$ cat config.mk
export PLATFORM = sky130hd
export DESIGN_NAME = hist_eq_lut_mapper
export DESIGN_NICKNAME = d
export VERILOG_FILES = /design/src/rtl/hist_eq_lut_mapper.sv
export SDC_FILE = /design/constraint.sdc
export NUM_CORES = 2
export LEC_CHECK = 0
export BUFFER_PORTS_ARGS = -buffer_cell sky130_fd_sc_hd__buf_2
export CAP_MARGIN = 25
export CORE_MARGIN = 5
export CORE_UTILIZATION = 65
export DETAILED_ROUTE_END_ITERATION = 10
export GPL_ROUTABILITY_DRIVEN = 0
export PLACE_DENSITY = 0.81
export SYNTH_ARGS = -nofsm -noshare
export SYNTH_HDL_FRONTEND = slang
export SYNTH_MEMORY_MAX_BITS = 65536
export SYNTH_SLANG_ARGS = --single-unit
$ cat constraint.sdc
create_clock -name clk -period 45.6 [get_ports clk]
set_clock_uncertainty 0.1 [all_clocks]
set_input_delay 4.56 -clock clk [delete_from_list [all_inputs] [get_ports clk]]
set_output_delay 4.56 -clock clk [all_outputs]
set_load 0.005 [all_outputs]
$ cat src/rtl/hist_eq_lut_mapper.sv
// rtl/hist_eq_lut_mapper.sv - histogram-equalization LUT builder and pixel remapper
module hist_eq_lut_mapper #(
  parameter int PIX_LOG2    = 8,
  parameter int HIST_RD_LAT = 1
) (
  input  logic        clk,
  input  logic        rst,
  input  logic        start,
  output logic        busy,
  output logic        done,
  output logic [7:0]  hist_addr,
  input  logic [15:0] hist_data,
  input  logic [7:0]  in_pixel,
  input  logic        in_valid,
  input  logic        in_hs,
  input  logic        in_vs,
  output logic [7:0]  out_pixel,
  output logic        out_valid,
  output logic        out_hs,
  output logic        out_vs,
  output logic        lut_valid
);

  typedef enum logic [1:0] {IDLE, SCAN, DRAIN, FIN} state_t;

  state_t      state_q, state_d;
  logic [7:0]  addr_q, addr_d;
  logic [23:0] cdf_q, cdf_d;

  // Read-latency tracking: which bin the arriving hist_data belongs to.
  logic [HIST_RD_LAT-1:0] rd_v_q;
  logic [7:0]             rd_idx_q [HIST_RD_LAT];
  logic                   cap;
  logic [7:0]             cap_idx;

  logic [23:0] cdf_next;
  logic [31:0] prod;
  logic [31:0] norm;
  logic [7:0]  lut_entry;

  // Two 256-entry banks; the top address bit selects the bank.
  logic [7:0]  lut_mem [512];
  logic        bank_q, swap_pending_q, lut_valid_q;
  logic        vs_rise, swap;

  logic        v1_q, hs1_q, vs1_q, lv1_q;
  logic [7:0]  pix1_q, rd_data_q;
  logic        out_valid_q, out_hs_q, out_vs_q;
  logic [7:0]  out_pixel_q;

  assign cap     = rd_v_q[HIST_RD_LAT-1];
  assign cap_idx = rd_idx_q[HIST_RD_LAT-1];

  // Inclusive CDF and its normalized, clamped LUT entry.
  always_comb begin
    cdf_next  = cdf_q + {8'd0, hist_data};
    prod      = {8'd0, cdf_next} * 32'd255;
    norm      = prod >> PIX_LOG2;
    lut_entry = (norm > 32'd255) ? 8'hFF : norm[7:0];
  end

  // Build FSM next-state and status outputs.
  always_comb begin
    state_d = state_q;
    addr_d  = addr_q;
    cdf_d   = cdf_q;
    busy    = 1'b0;
    done    = 1'b0;
    if (cap) cdf_d = cdf_next;
    case (state_q)
      IDLE: begin
        if (start) begin
          state_d = SCAN;
          addr_d  = 8'd0;
          cdf_d   = 24'd0;
        end
      end
      SCAN: begin
        busy   = 1'b1;
        addr_d = addr_q + 8'd1;
        if (addr_q == 8'hFF) state_d = DRAIN;
      end
      DRAIN: begin
        busy = 1'b1;
        if (cap && cap_idx == 8'hFF) state_d = FIN;
      end
      FIN: begin
        done    = 1'b1;
        state_d = IDLE;
      end
      default: state_d = IDLE;
    endcase
  end

  // FSM, address and CDF registers.
  always_ff @(posedge clk) begin
    if (!rst) begin
      state_q <= IDLE;
      addr_q  <= 8'd0;
      cdf_q   <= 24'd0;
    end else begin
      state_q <= state_d;
      addr_q  <= addr_d;
      cdf_q   <= cdf_d;
    end
  end

  // Valid flag follows each issued address through the read latency.
  always_ff @(posedge clk) begin
    if (!rst) begin
      rd_v_q <= '0;
    end else begin
      rd_v_q[0] <= (state_q == SCAN);
      for (int i = 1; i < HIST_RD_LAT; i++) rd_v_q[i] <= rd_v_q[i-1];
    end
  end

  // Bin index travelling alongside the valid flag.
  always_ff @(posedge clk) begin
    rd_idx_q[0] <= addr_q;
    for (int i = 1; i < HIST_RD_LAT; i++) rd_idx_q[i] <= rd_idx_q[i-1];
  end

  // LUT RAM: build writes the inactive bank, pixel path reads the active one.
  always_ff @(posedge clk) begin
    if (cap) lut_mem[{~bank_q, cap_idx}] <= lut_entry;
    rd_data_q <= lut_mem[{bank_q, in_pixel}];
  end

  assign vs_rise = in_vs & ~vs1_q;
  assign swap    = vs_rise & (swap_pending_q | (state_q == FIN));

  // Bank swap happens only on a vsync rise once a table is finished.
  always_ff @(posedge clk) begin
    if (!rst) begin
      bank_q         <= 1'b0;
      swap_pending_q <= 1'b0;
      lut_valid_q    <= 1'b0;
    end else if (swap) begin
      bank_q         <= ~bank_q;
      swap_pending_q <= 1'b0;
      lut_valid_q    <= 1'b1;
    end else if (state_q == FIN) begin
      swap_pending_q <= 1'b1;
    end
  end

  // Two-stage pixel path; lut_valid is pipelined with the RAM read.
  always_ff @(posedge clk) begin
    if (!rst) begin
      v1_q        <= 1'b0;
      hs1_q       <= 1'b0;
      vs1_q       <= 1'b0;
      lv1_q       <= 1'b0;
      pix1_q      <= 8'd0;
      out_valid_q <= 1'b0;
      out_hs_q    <= 1'b0;
      out_vs_q    <= 1'b0;
      out_pixel_q <= 8'd0;
    end else begin
      v1_q        <= in_valid;
      hs1_q       <= in_hs;
      vs1_q       <= in_vs;
      lv1_q       <= lut_valid_q;
      pix1_q      <= in_pixel;
      out_valid_q <= v1_q;
      out_hs_q    <= hs1_q;
      out_vs_q    <= vs1_q;
      if (v1_q) out_pixel_q <= lv1_q ? rd_data_q : pix1_q;
    end
  end

  assign hist_addr = addr_q;
  assign out_pixel = out_pixel_q;
  assign out_valid = out_valid_q;
  assign out_hs    = out_hs_q;
  assign out_vs    = out_vs_q;
  assign lut_valid = lut_valid_q;

endmodule

==> impl_metrics.ini <==
[outcome]
status = complete, no violations

[route]
vias_per_cell = 7.40
drt_wl_total_um = 441000
antenna_left = 0
first_pass_iters = 6
wire_per_inst_um = 37.6
drt-initial-drc-count = 15000
num_vias = 87000
drc = 0

[clock_tree]
ctsHtreeMaxLevel = 5
cts.root.buffer_cell = clkbuf_16
ctsHoldBuffers = 0
clk_latency_ns = 1.00
cts_sinks = 4173
postCtsSetupRepairBufs = 0
clock_path_buffers = 4
cts_tree = built
cts_buffers = 406
clkTransAtPathRegs_ns = 0.06
cts_resized = 0

[synth]
synth-seq-cells = 4173
synth_largest_area_cell = edfxtp_1
synth_edf_count = 4096
synth_area_leaders = edfxtp_1 (75%), mux4_2 (14%), a22oi_1 (1.5%), nor2_1 (1.3%), fa_1 (1.1%)
yosys_warnings = 0
synth_area_sq_mm = 0.164
yosys.area.top_type_share_pct = 74.8
synth_cell_types = 77
ys_seq_area_share_pct = 75.7
synth_nets = 8150
synth_area_per_cell_sq_um = 20.7
synth_cells = 7944
async_flop_share_pct = 0
synthFlopType = edfxtp_1

[die]
die_w_um = 513
die_y_um = 513
start_util_pct = 65.4
ioPinCount = 52
core_sq_mm = 0.252
die_area_sq_mm = 0.263
fp-row-count = 184

[worst_setup_path]
path_delay_family = buffers and inverters
critPathBufInv = 7
crit_required_ns = 46.15
cp_slowest_cell = buf_4
arrival_ns = 16.05
reg2reg_from = cdf_q[0]
r2r_slack_ns = 33.51
worstSetupEndpointType = register
cp.depth = 31
timing.rr.end = lut_mem[42][7]
crit_fanout = 94
slowest_delay_ns = 0.92
startpoint_type = primary input
crit_type = primary input to register
r2r_cells = 30

[pwr]
p_leak_uw = 0.0674
p_int_uw = 7010
power_uw = 9900
switching_share_pct = 29.2
p_sw_uw = 2890
power_density_mw_per_mm2 = 54.5
peakVddDrop_mv = 0.157
seq_power_share_pct = 46.0
p_clk_share_pct = 33.7
combPwrFrac_pct = 20.3

[layout]
areaGrowthSynthToFinish_pct = 10.4
finalCoreUtilization_pct = 72.2
multi_input_area_sq_mm = 0.0375
register_area_sq_mm = 0.125
fillers = 13000
final_cells = 11800
final_cell_area_sq_mm = 0.182
nets = 8265
drive_above_1_share_pct = 21.6

[placement]
io_buffers = 51
place_area_sq_mm = 0.168
dp_hpwl_um = 223000
post-place-cells = 11000

[timing]
finalHoldViolCount = 0
worstMarginPinSlew_ns = 1.30
slew_headroom_pct = 13.2
finalCritPeriodShare_pct = 34.0
setup_viol = 0
slew_violations = 0
rsz0062_at_grt = false
setup_tns_ns = 0
period_minus_slack_ns = 15.50
fmax_mhz = 64.5

[min_path]
whs_path_depth = 0
min_path_type = register to register
hold-path-endpoint = rd_idx_q[0][6]
hold_start = hist_addr[6]

[flow_run]
cap_violations = 0

[grt]
grt.overflow.total = 0
track_usage_pct = 32.8
grt_pass1_vias = 88300
antenna_found_initial = 14
grt_max_degree = 257
grt_first_pass_wirelength_um = 625000
-- cell families (layout without fill, tap and decap cells) --
group	Yosys count	count (layout)	share of synthesized area, %
mux	1075	1075	14.3
simple gates	996	996	2.66
other cells	0	31	0
fa+ha+maj	179	179	1.79
xor+xnor	64	64	0.366
buf+inv	655	1086	1.60
flops	4173	4173	75.7
compound gates	802	802	3.55
-- per-stage QoR --
step | hold slack, ns | setup slack (ns)
after floorplan | 0.283 | 23.79
after global placement | 0.303 | 29.66
after detailed placement | 0.307 | 29.05
after CTS | 0.311 | 29.93
after global routing | 0.321 | 29.29
final | 0.302 | 30.10
-- cell type report --
cell class	count	area share, %
antenna	31	0.0427
clock buffer	497	5.87
clock inverter	227	1.17
inverter	176	0.364
multi-input combinational	3116	20.7
sequential	4173	68.6
tap	3348	2.31
timing repair buffer	186	1.01
-- placed cells by master (no fill, tap or decap), types with 18 or more instances in the layout --
cell       Yosys  layout
ha_1          82      82
clkinv_1       0      89
a21o_1        21      21
edfxtp_1    4096    4096
fa_1          94      94
mux4_2      1024    1024
nand4_1       47      47
a21oi_1      136     136
xor2_1        28      28
nor3_1        30      30
nand2_1      110      97
nand3_1      128     123
a221oi_1      73      73
buf_2        112      50
clkbuf_1     301      81
bufinv_16      0      36
buf_16         0      18
inv_1        174     174
clkinv_2       0      68
buf_4         10     100
diode_2        0      31
nor2_1       575     572
xnor2_1       32      32
o22ai_1       48      48
a22oi_1      320     320
o21ai_0       28      28
dfxtp_1       77      76
mux2i_1       50      50
clkbuf_16      0     412
and2_1        25      24
a22o_1        64      64
-- Yosys cell counts, drive strengths merged (9+ instances only) --
cell,n
inv,176
buf,178
o221ai,17
a211oi,17
o22ai,48
nand3b,13
dfxtp,77
ha,82
mux4,1024
a22oi,320
nor2,575
o41ai,16
clkbuf,301
and2,25
a21oi,137
nand3,128
nor3b,9
a21o,21
o21ai,32
edfxtp,4096
a22o,64
mux2i,50
nand4,47
xor2,29
fa,94
a221oi,73
nor2b,22
xnor2,35
nor3,30
nand2,110
-- worst reg2reg max path, delay by kind of cell, from the launching register on --
kind            cells  cell delay (ns)
fa+ha+maj           7             2.67
xor+xnor            2             0.69
simple gates        5             0.66
buf+inv             6             4.03
compound gates     10             3.25
flops               1             0.31
-- power by group through the flow --
stage	logic, uW	clock network, uW	registers (uW)
2_1_floorplan	1280	0	5000
3_3_place_gp	1780	0	4640
3_5_place_dp	1870	0	4640
4_1_cts	1940	3320	4560
5_1_grt	2170	3520	4560
6_report	2010	3340	4560
-- state kept, by name, summed over array words and instances (netlist names), 2 cells and up --
| register | count |
|---|---|
| out_pixel | 8 |
| state_q | 2 |
| hist_addr | 8 |
| rd_idx_q | 8 |
| cdf_q | 24 |
| lut_mem | 4096 |
| pix1_q | 8 |
| rd_data_q | 8 |
-- layer usage --
metal | up-vias | global-route usage, % | routed length, um
met4 | 2 | 18.5 | 31000
met5 | - | 0 | 14
met3 | 1598 | 6.71 | 53100
li1 | 33100 | - | -
met1 | 44400 | 43.1 | 139000
met2 | 7855 | 52.6 | 218000
-- worst max-delay path by stage --
| stage | from | end | slack, ns |
|---|---|---|---|
| global route | hist_data[0] | lut_mem[41][7] | 29.29 |
| CTS | hist_data[0] | lut_mem[41][7] | 29.93 |
| floorplan | hist_data[4] | lut_mem[0][0] | 23.79 |
| finish | hist_data[0] | lut_mem[42][7] | 30.10 |
| global placement | hist_data[0] | lut_mem[44][7] | 29.66 |
| detailed placement | hist_data[0] | lut_mem[44][7] | 29.05 |
No activity file was read; power rests on OpenSTA's default activity.
